### src/rtl/lcd_pkg.sv
// Shared definitions for the HD44780 frame-refresh driver: command bytes and top-FSM states.
package lcd_pkg;

  localparam logic [7:0] LCD_FUNC_4BIT_2L = 8'h28;
  localparam logic [7:0] LCD_ENTRY_INC    = 8'h06;
  localparam logic [7:0] LCD_DISP_ON      = 8'h0C;
  localparam logic [7:0] LCD_CLEAR        = 8'h01;
  localparam logic [7:0] LCD_LINE1        = 8'h80;
  localparam logic [7:0] LCD_LINE2        = 8'hC0;

  // Init nibbles sit in the high half so single-nibble items share the byte path.
  localparam logic [7:0] LCD_INIT_NIB3    = 8'h30;
  localparam logic [7:0] LCD_INIT_NIB2    = 8'h20;

  typedef enum logic [3:0] {
    ST_PWRUP,
    ST_INIT_N3A,
    ST_INIT_N3B,
    ST_INIT_N3C,
    ST_INIT_N2,
    ST_CMD_FUNC,
    ST_CMD_ENTRY,
    ST_CMD_DISP,
    ST_CMD_CLEAR,
    ST_REF_ADDR,
    ST_REF_DATA,
    ST_FRAME_END
  } lcd_state_t;

endpackage

### src/rtl/lcd_frame_refresh_if.sv
// 4-bit write-only HD44780 bus.
interface lcd_frame_refresh_if;
  logic lcd_rs;
  logic lcd_rw;
  logic lcd_e;
  logic lcd_4;
  logic lcd_5;
  logic lcd_6;
  logic lcd_7;

  modport master (output lcd_rs, lcd_rw, lcd_e, lcd_4, lcd_5, lcd_6, lcd_7);
  modport slave  (input  lcd_rs, lcd_rw, lcd_e, lcd_4, lcd_5, lcd_6, lcd_7);
endinterface

### src/rtl/lcd_frame_refresh_nibble_tx.sv
// Single-nibble strobe: drives RS/data, waits E_SETUP, holds E high for E_HIGH cycles.
module lcd_nibble_tx #(
  parameter int unsigned E_SETUP = 2,
  parameter int unsigned E_HIGH  = 12
) (
  input  logic       clk,
  input  logic       rst_n,
  input  logic       start,
  input  logic       rs,
  input  logic [3:0] nibble,
  output logic       busy,
  output logic       done,
  output logic       lcd_rs,
  output logic       lcd_e,
  output logic [3:0] lcd_d
);

  localparam int unsigned CMAX = (E_SETUP > E_HIGH) ? E_SETUP : E_HIGH;
  localparam int unsigned CW   = $clog2(CMAX + 1);

  typedef enum logic [1:0] {TX_IDLE, TX_SETUP, TX_HIGH} tx_state_t;

  tx_state_t      st, st_n;
  logic [CW-1:0]  cnt, cnt_n;
  logic           rs_n, e_n;
  logic [3:0]     d_n;

  always_ff @(posedge clk or negedge rst_n) begin
    if (!rst_n) begin
      st     <= TX_IDLE;
      cnt    <= '0;
      lcd_rs <= 1'b0;
      lcd_e  <= 1'b0;
      lcd_d  <= '0;
    end else begin
      st     <= st_n;
      cnt    <= cnt_n;
      lcd_rs <= rs_n;
      lcd_e  <= e_n;
      lcd_d  <= d_n;
    end
  end

  always_comb begin
    st_n  = st;
    cnt_n = (cnt != '0) ? cnt - 1'b1 : cnt;
    rs_n  = lcd_rs;
    e_n   = lcd_e;
    d_n   = lcd_d;
    case (st)
      TX_IDLE: if (start) begin
        rs_n  = rs;
        d_n   = nibble;
        cnt_n = CW'(E_SETUP - 1);
        st_n  = TX_SETUP;
      end
      TX_SETUP: if (cnt == '0) begin
        e_n   = 1'b1;
        cnt_n = CW'(E_HIGH - 1);
        st_n  = TX_HIGH;
      end
      TX_HIGH: if (cnt == '0) begin
        e_n  = 1'b0;
        st_n = TX_IDLE;
      end
      default: st_n = TX_IDLE;
    endcase
  end

  assign busy = (st != TX_IDLE);
  // High in the cycle whose closing edge drops E.
  assign done = (st == TX_HIGH) && (cnt == '0);

endmodule

### src/rtl/lcd_frame_refresh.sv
// HD44780 16x2 driver: power-on init once, then rewrites both lines from a per-pass snapshot.
module lcd_frame_refresh #(
  parameter int unsigned T_PWRUP = 750000,
  parameter int unsigned T_INIT1 = 205000,
  parameter int unsigned T_INIT2 = 5000,
  parameter int unsigned T_CMD   = 2000,
  parameter int unsigned T_CLEAR = 82000,
  parameter int unsigned T_NIB   = 50,
  parameter int unsigned E_SETUP = 2,
  parameter int unsigned E_HIGH  = 12
) (
  input  logic                       clk,
  input  logic                       rst_n,
  input  logic [255:0]               chars,
  lcd_frame_refresh_if.master        lcd,
  output logic                       init_done,
  output logic                       frame_done
);
  import lcd_pkg::*;

  localparam int unsigned DW = $clog2(T_PWRUP + 1);

  lcd_state_t    state, state_n, item, item_next;
  logic          hi_lo, hi_lo_n;
  logic [DW-1:0] delay, delay_n, item_wait;
  logic [4:0]    idx, idx_n, inv_idx;
  logic [255:0]  snap;
  logic          init_done_n, frame_done_n, snap_load;
  logic          item_rs, item_single;
  logic [7:0]    item_byte, char_sel;
  logic          tx_start, tx_rs, tx_busy, tx_done, bus_rs, bus_e;
  logic [3:0]    tx_nib, bus_d;

  lcd_nibble_tx #(
    .E_SETUP(E_SETUP),
    .E_HIGH (E_HIGH)
  ) u_tx (
    .clk    (clk),
    .rst_n  (rst_n),
    .start  (tx_start),
    .rs     (tx_rs),
    .nibble (tx_nib),
    .busy   (tx_busy),
    .done   (tx_done),
    .lcd_rs (bus_rs),
    .lcd_e  (bus_e),
    .lcd_d  (bus_d)
  );

  assign lcd.lcd_rs = bus_rs;
  assign lcd.lcd_rw = 1'b0;
  assign lcd.lcd_e  = bus_e;
  assign {lcd.lcd_7, lcd.lcd_6, lcd.lcd_5, lcd.lcd_4} = bus_d;

  // chars[255:248] is index 0, so the byte offset is 31-idx, i.e. ~idx.
  assign inv_idx  = ~idx;
  assign char_sel = snap[{inv_idx, 3'b000} +: 8];

  // PWRUP issues the first init nibble directly, so it shares N3A's item entry.
  always_comb begin
    item        = (state == ST_PWRUP) ? ST_INIT_N3A : state;
    item_rs     = 1'b0;
    item_byte   = '0;
    item_single = 1'b0;
    item_wait   = DW'(T_CMD - 1);
    item_next   = item;
    case (item)
      ST_INIT_N3A:  begin item_byte = LCD_INIT_NIB3; item_single = 1'b1;
                          item_wait = DW'(T_INIT1 - 1); item_next = ST_INIT_N3B; end
      ST_INIT_N3B:  begin item_byte = LCD_INIT_NIB3; item_single = 1'b1;
                          item_wait = DW'(T_INIT2 - 1); item_next = ST_INIT_N3C; end
      ST_INIT_N3C:  begin item_byte = LCD_INIT_NIB3; item_single = 1'b1; item_next = ST_INIT_N2; end
      ST_INIT_N2:   begin item_byte = LCD_INIT_NIB2; item_single = 1'b1; item_next = ST_CMD_FUNC; end
      ST_CMD_FUNC:  begin item_byte = LCD_FUNC_4BIT_2L; item_next = ST_CMD_ENTRY; end
      ST_CMD_ENTRY: begin item_byte = LCD_ENTRY_INC;    item_next = ST_CMD_DISP;  end
      ST_CMD_DISP:  begin item_byte = LCD_DISP_ON;      item_next = ST_CMD_CLEAR; end
      ST_CMD_CLEAR: begin item_byte = LCD_CLEAR; item_wait = DW'(T_CLEAR - 1); item_next = ST_REF_ADDR; end
      ST_REF_ADDR:  begin item_byte = idx[4] ? LCD_LINE2 : LCD_LINE1; item_next = ST_REF_DATA; end
      ST_REF_DATA:  begin
        item_rs   = 1'b1;
        item_byte = char_sel;
        if (idx == 5'd31)      item_next = ST_FRAME_END;
        else if (idx == 5'd15) item_next = ST_REF_ADDR;
        else                   item_next = ST_REF_DATA;
      end
      default: ;
    endcase
  end

  always_comb begin
    state_n      = state;
    hi_lo_n      = hi_lo;
    idx_n        = idx;
    init_done_n  = init_done;
    frame_done_n = 1'b0;
    delay_n      = (delay != '0) ? delay - 1'b1 : delay;
    tx_start     = 1'b0;
    snap_load    = 1'b0;
    tx_rs        = item_rs;
    tx_nib       = hi_lo ? item_byte[3:0] : item_byte[7:4];
    if (tx_busy) begin
      if (tx_done) begin
        if (!item_single && !hi_lo) begin
          hi_lo_n = 1'b1;
          delay_n = DW'(T_NIB - 1);
        end else begin
          hi_lo_n = 1'b0;
          delay_n = item_wait;
          state_n = item_next;
          if (state == ST_REF_DATA) idx_n = idx + 5'd1;
        end
      end
    end else if (delay == '0) begin
      if (state == ST_FRAME_END) begin
        frame_done_n = 1'b1;
        state_n      = ST_REF_ADDR;
      end else begin
        tx_start = 1'b1;
        state_n  = item;
        if (item == ST_REF_ADDR) begin
          init_done_n = 1'b1;
          snap_load   = (idx == '0) && !hi_lo;
        end
      end
    end
  end

  always_ff @(posedge clk or negedge rst_n) begin
    if (!rst_n) begin
      state      <= ST_PWRUP;
      hi_lo      <= 1'b0;
      delay      <= DW'(T_PWRUP - 1);
      idx        <= '0;
      init_done  <= 1'b0;
      frame_done <= 1'b0;
    end else begin
      state      <= state_n;
      hi_lo      <= hi_lo_n;
      delay      <= delay_n;
      idx        <= idx_n;
      init_done  <= init_done_n;
      frame_done <= frame_done_n;
    end
  end

  always_ff @(posedge clk or negedge rst_n) begin
    if (!rst_n)         snap <= '0;
    else if (snap_load) snap <= chars;
  end

endmodule

### src/flat_wrapper.sv
// flat-port wrapper written by rule: the top's interface ports become plain ports
module lcd_frame_refresh_flat import lcd_pkg::*;
#(
  parameter int unsigned T_PWRUP = 750000,
  parameter int unsigned T_INIT1 = 205000,
  parameter int unsigned T_INIT2 = 5000,
  parameter int unsigned T_CMD   = 2000,
  parameter int unsigned T_CLEAR = 82000,
  parameter int unsigned T_NIB   = 50,
  parameter int unsigned E_SETUP = 2,
  parameter int unsigned E_HIGH  = 12
)
  (clk, rst_n, chars, init_done, frame_done, lcd_lcd_rs, lcd_lcd_rw, lcd_lcd_e, lcd_lcd_4, lcd_lcd_5, lcd_lcd_6, lcd_lcd_7);
  lcd_frame_refresh_if lcd_i ();
  input  logic clk;
  input  logic rst_n;
  input  logic [255:0] chars;
  output logic init_done;
  output logic frame_done;
  output wire logic [$bits(lcd_i.lcd_rs)-1:0] lcd_lcd_rs;
  output wire logic [$bits(lcd_i.lcd_rw)-1:0] lcd_lcd_rw;
  output wire logic [$bits(lcd_i.lcd_e)-1:0] lcd_lcd_e;
  output wire logic [$bits(lcd_i.lcd_4)-1:0] lcd_lcd_4;
  output wire logic [$bits(lcd_i.lcd_5)-1:0] lcd_lcd_5;
  output wire logic [$bits(lcd_i.lcd_6)-1:0] lcd_lcd_6;
  output wire logic [$bits(lcd_i.lcd_7)-1:0] lcd_lcd_7;
  assign lcd_lcd_rs = lcd_i.lcd_rs;
  assign lcd_lcd_rw = lcd_i.lcd_rw;
  assign lcd_lcd_e = lcd_i.lcd_e;
  assign lcd_lcd_4 = lcd_i.lcd_4;
  assign lcd_lcd_5 = lcd_i.lcd_5;
  assign lcd_lcd_6 = lcd_i.lcd_6;
  assign lcd_lcd_7 = lcd_i.lcd_7;
  lcd_frame_refresh #(.T_PWRUP(T_PWRUP), .T_INIT1(T_INIT1), .T_INIT2(T_INIT2), .T_CMD(T_CMD), .T_CLEAR(T_CLEAR), .T_NIB(T_NIB), .E_SETUP(E_SETUP), .E_HIGH(E_HIGH)) u_core (.clk(clk), .rst_n(rst_n), .chars(chars), .lcd(lcd_i), .init_done(init_done), .frame_done(frame_done));
endmodule
### config.mk
export PLATFORM = sky130hd
export DESIGN_NAME = lcd_frame_refresh_flat
export DESIGN_NICKNAME = d
export VERILOG_FILES = /design/src/rtl/lcd_pkg.sv /design/src/rtl/lcd_frame_refresh_if.sv /design/src/rtl/lcd_frame_refresh_nibble_tx.sv /design/src/rtl/lcd_frame_refresh.sv /design/src/flat_wrapper.sv
export SDC_FILE = /design/constraint.sdc
export NUM_CORES = 1
export LEC_CHECK = 0
export ABC_AREA = 1
export BUFFER_PORTS_ARGS = -buffer_cell sky130_fd_sc_hd__buf_2
export CORE_MARGIN = 5
export CORE_UTILIZATION = 50
export DETAILED_ROUTE_END_ITERATION = 16
export PLACE_DENSITY = 0.73
export REMOVE_ABC_BUFFERS = 1
export SETUP_SLACK_MARGIN = 0.4
export SKIP_CTS_REPAIR_TIMING = 1
export SLEW_MARGIN = 0
export SYNTH_ARGS = -nofsm -noshare
export SYNTH_HDL_FRONTEND = slang
export SYNTH_HIERARCHICAL = 1
export SYNTH_SLANG_ARGS = --single-unit
### constraint.sdc
create_clock -name clk -period 3.9 [get_ports clk]
set_input_delay 0.78 -clock clk [delete_from_list [all_inputs] [get_ports clk]]
set_output_delay 0.78 -clock clk [all_outputs]
set_load 0.02 [all_outputs]
==> flow_summary.toml <==
[status]
status = "complete, no violations"

[placed_design]
gp_congestion = 0.930
place_ws_ps = 912
dpl_cell_area_um2 = 16500
hpwl_um = 28600
io_buffers = 265

[synthesis]
yosys_warnings = 6
ys_seq_elements = 300
ys_types = 39
synth.area.mux_share_pct = 0
synth.top_cell.area_share_pct = 47.8
yosysSeqAreaShare_pct = 50.0
synth_top_family_by_area = "simple AND/OR/NAND/NOR gates"
syn-instance-count = 2051
synth-xor-area-share_pct = 0.990
synth.area.top_cells = "dfrtp_1 48%, nand2_1 30%, nand3_1 5.4%, dfstp_2 2.3%, a21oi_1 1.6%"
synth_simple_gate_area_share_pct = 39.6
post_synth.cell_area_avg_um2 = 7.33
synth_compound_gate_area_share_pct = 2.50
yosys.area_share.adder_pct = 0.998
synth.cell_area_um2 = 15000
synth_top_area_cell = "dfrtp_1"

[worst_hold_path]
hold_class = "in -> async"

[layout]
final_common_cell = "nand2_1"
fin_area_um2 = 17600
final_cell_mix = "1213 x nand2_1, 285 x dfrtp_1, 264 x buf_2"
layout-drive-gt1-share_pct = 17.5
final_nets = 2533
diodes = 0
final_util_pct = 59.3
syn2layout_area_growth_pct = 16.9

[global_route]
grt_pass1_vias = 13900
overflow = 0
grt_pass1_wl_um = 69900
grt_max_degree = 131
track_usage_pct = 25.4
antenna_found_initial = 0

[cts]
cts.sinks = 300
cts_root_buf = "clkbuf_16"
cts_buffer_depth = 3
htree_levels = 2
clk_latency_ps = 510
path_clk_slew_ps = 60
cts_tree = "yes"
cts_buffers = 34

[worst_setup_path]
end_kind = "register"
cp-start-kind = "register"
crit_arrival_ps = 3520
crit_fanout = 18
crit_type = "reg -> reg"
worstPathRequired_ps = 4330

[power_and_ir_drop]
leakage_nw = 9.06
power_frac_seq_pct = 48.5
p_clk_share_pct = 48.2
p_int_mw = 5.07
comb_power_share_pct = 3.3
p_per_area_nw_per_um2 = 365
ir_drop_v = 0.000278
p_sw_share_pct = 21.2
net-switching-power_mw = 1.36

[die]
initial_core_util_pct = 50.7
io_pins = 267
die_area_um2 = 33600
num_rows = 63
die_w_um = 183
die_y_um = 183
core_area_um2 = 29600

[sta]
min_period_over_period_pct = 79.1
skew_ps = 19.1
finalHoldViolCount = 0
finalMaxSlewViolations = 0
setup_viol = 0
relSlewSlack_pct = 28.1
worst_pin_slew_ps = 1080
tns_ps = 0
hold_ws_ps = 281
fin_ws_ps = 816
fmax_mhz = 324
layout_min_cycle_time_ps = 3080
rsz0062_at_grt = "false"

[routing]
firstDrtPassIters = 7
wl_per_cell_um = 16.3
drt_iter0_markers = 1355
via_count = 14000
final_antenna_net_count = 0
viasPerCell = 5.24
drc_errors = 0
wl_um = 43700

[job]
drv_cap = 0
==> metrics by stage <==
stage / std cells / power, mW
final: 2673 / 6.42
after global routing: 2673 / 6.63
after CTS: 2673 / 6.48
after detailed placement: 2617 / 3.39
after global placement: 2617 / 3.38
after floorplan: 1939 / 3.17
==> power groups by stage <==
stage	sequential, mW	combinational, mW	clock (mW)
6_report	3.11	0.211	3.10
5_1_grt	3.11	0.236	3.28
4_1_cts	3.11	0.217	3.15
3_5_place_dp	3.17	0.217	0
3_3_place_gp	3.17	0.215	0
2_1_floorplan	3.17	0.000840	0
==> flip-flops by register name, summed over array words and instances (netlist names), 2 cells and up <==
name	cells
u_core/u_tx/cnt	4
u_core/delay	20
u_core/state	4
u_core/u_tx/st	2
u_core/idx	5
u_core/snap	256
u_core/u_tx/lcd_d	4
==> Yosys cell counts, drive strengths merged <==
| library cell | instances |
|---|---|
| nor4 | 2 |
| xor2 | 12 |
| nand2 | 1237 |
| nor3 | 8 |
| nand4 | 10 |
| or2 | 3 |
| a21oi | 47 |
| o21ai | 18 |
| ha | 12 |
| clkinv | 2 |
| o22ai | 2 |
| and2 | 1 |
| inv | 55 |
| nand3 | 162 |
| buf | 65 |
| dfrtp | 287 |
| dfstp | 13 |
| o41ai | 1 |
| o31ai | 1 |
| xnor2 | 5 |
| nand3b | 1 |
| nor2 | 56 |
| clkbuf | 47 |
| conb | 1 |
| o211ai | 3 |
==> final cells by class <==
cell class	instances	area [µm²]
fill	2843	12100
sequential	300	7530
multi-input combinational	1582	6650
timing repair buffer	288	1620
clock buffer	48	1000
tap	390	488
inverter	57	216
clock inverter	8	72.6
==> final timing paths <==
check | startpoint | to | slack [ps] | cells after the start
min reg2reg | u_core/snap[247] | u_core/snap[247] | 480 | 2
max in group asynchronous | rst_n | u_core/snap[17] | 2650 | 2
max reg2reg | u_core/idx[1] | u_core/u_tx/lcd_d[0] | 820 | 13
min | rst_n | u_core/snap[189] | 280 | 1
max | u_core/idx[1] | u_core/u_tx/lcd_d[0] | 820 | 13
min in group clk | chars[9] | u_core/snap[9] | 470 | 3
==> cells by family (layout without fill, tap and decap cells) <==
| logic type | after synthesis | after routing |
|---|---|---|
| simple gates | 1480 | 1480 |
| fa+ha+maj | 12 | 12 |
| xor+xnor | 17 | 17 |
| compound gates | 72 | 72 |
| other cells | 1 | 1 |
| buf+inv | 169 | 401 |
| flops | 300 | 300 |
==> routing by layer <==
metal  track usage (%)  up-vias  wire (µm)
met4              9.95        0       1660
met3              4.59      113       3170
met1              35.2     6568      18400
met5                 0        -          0
met2              40.1      571      20500
li1                  -     6746          -
==> critical path, stage by stage, from the launching register on <==
cell and delay [ps]:
dfrtp_2 680, nand2_1 310, inv_1 770, buf_4 380
nand2_1 80, nand3_1 110, nand2_1 110, nand2_1 80
nand3_1 90, nand2_1 100, nand2_1 50, nand2_1 110
nand2_1 70, nand2_1 60
No activity file was read; power rests on OpenSTA's default activity.
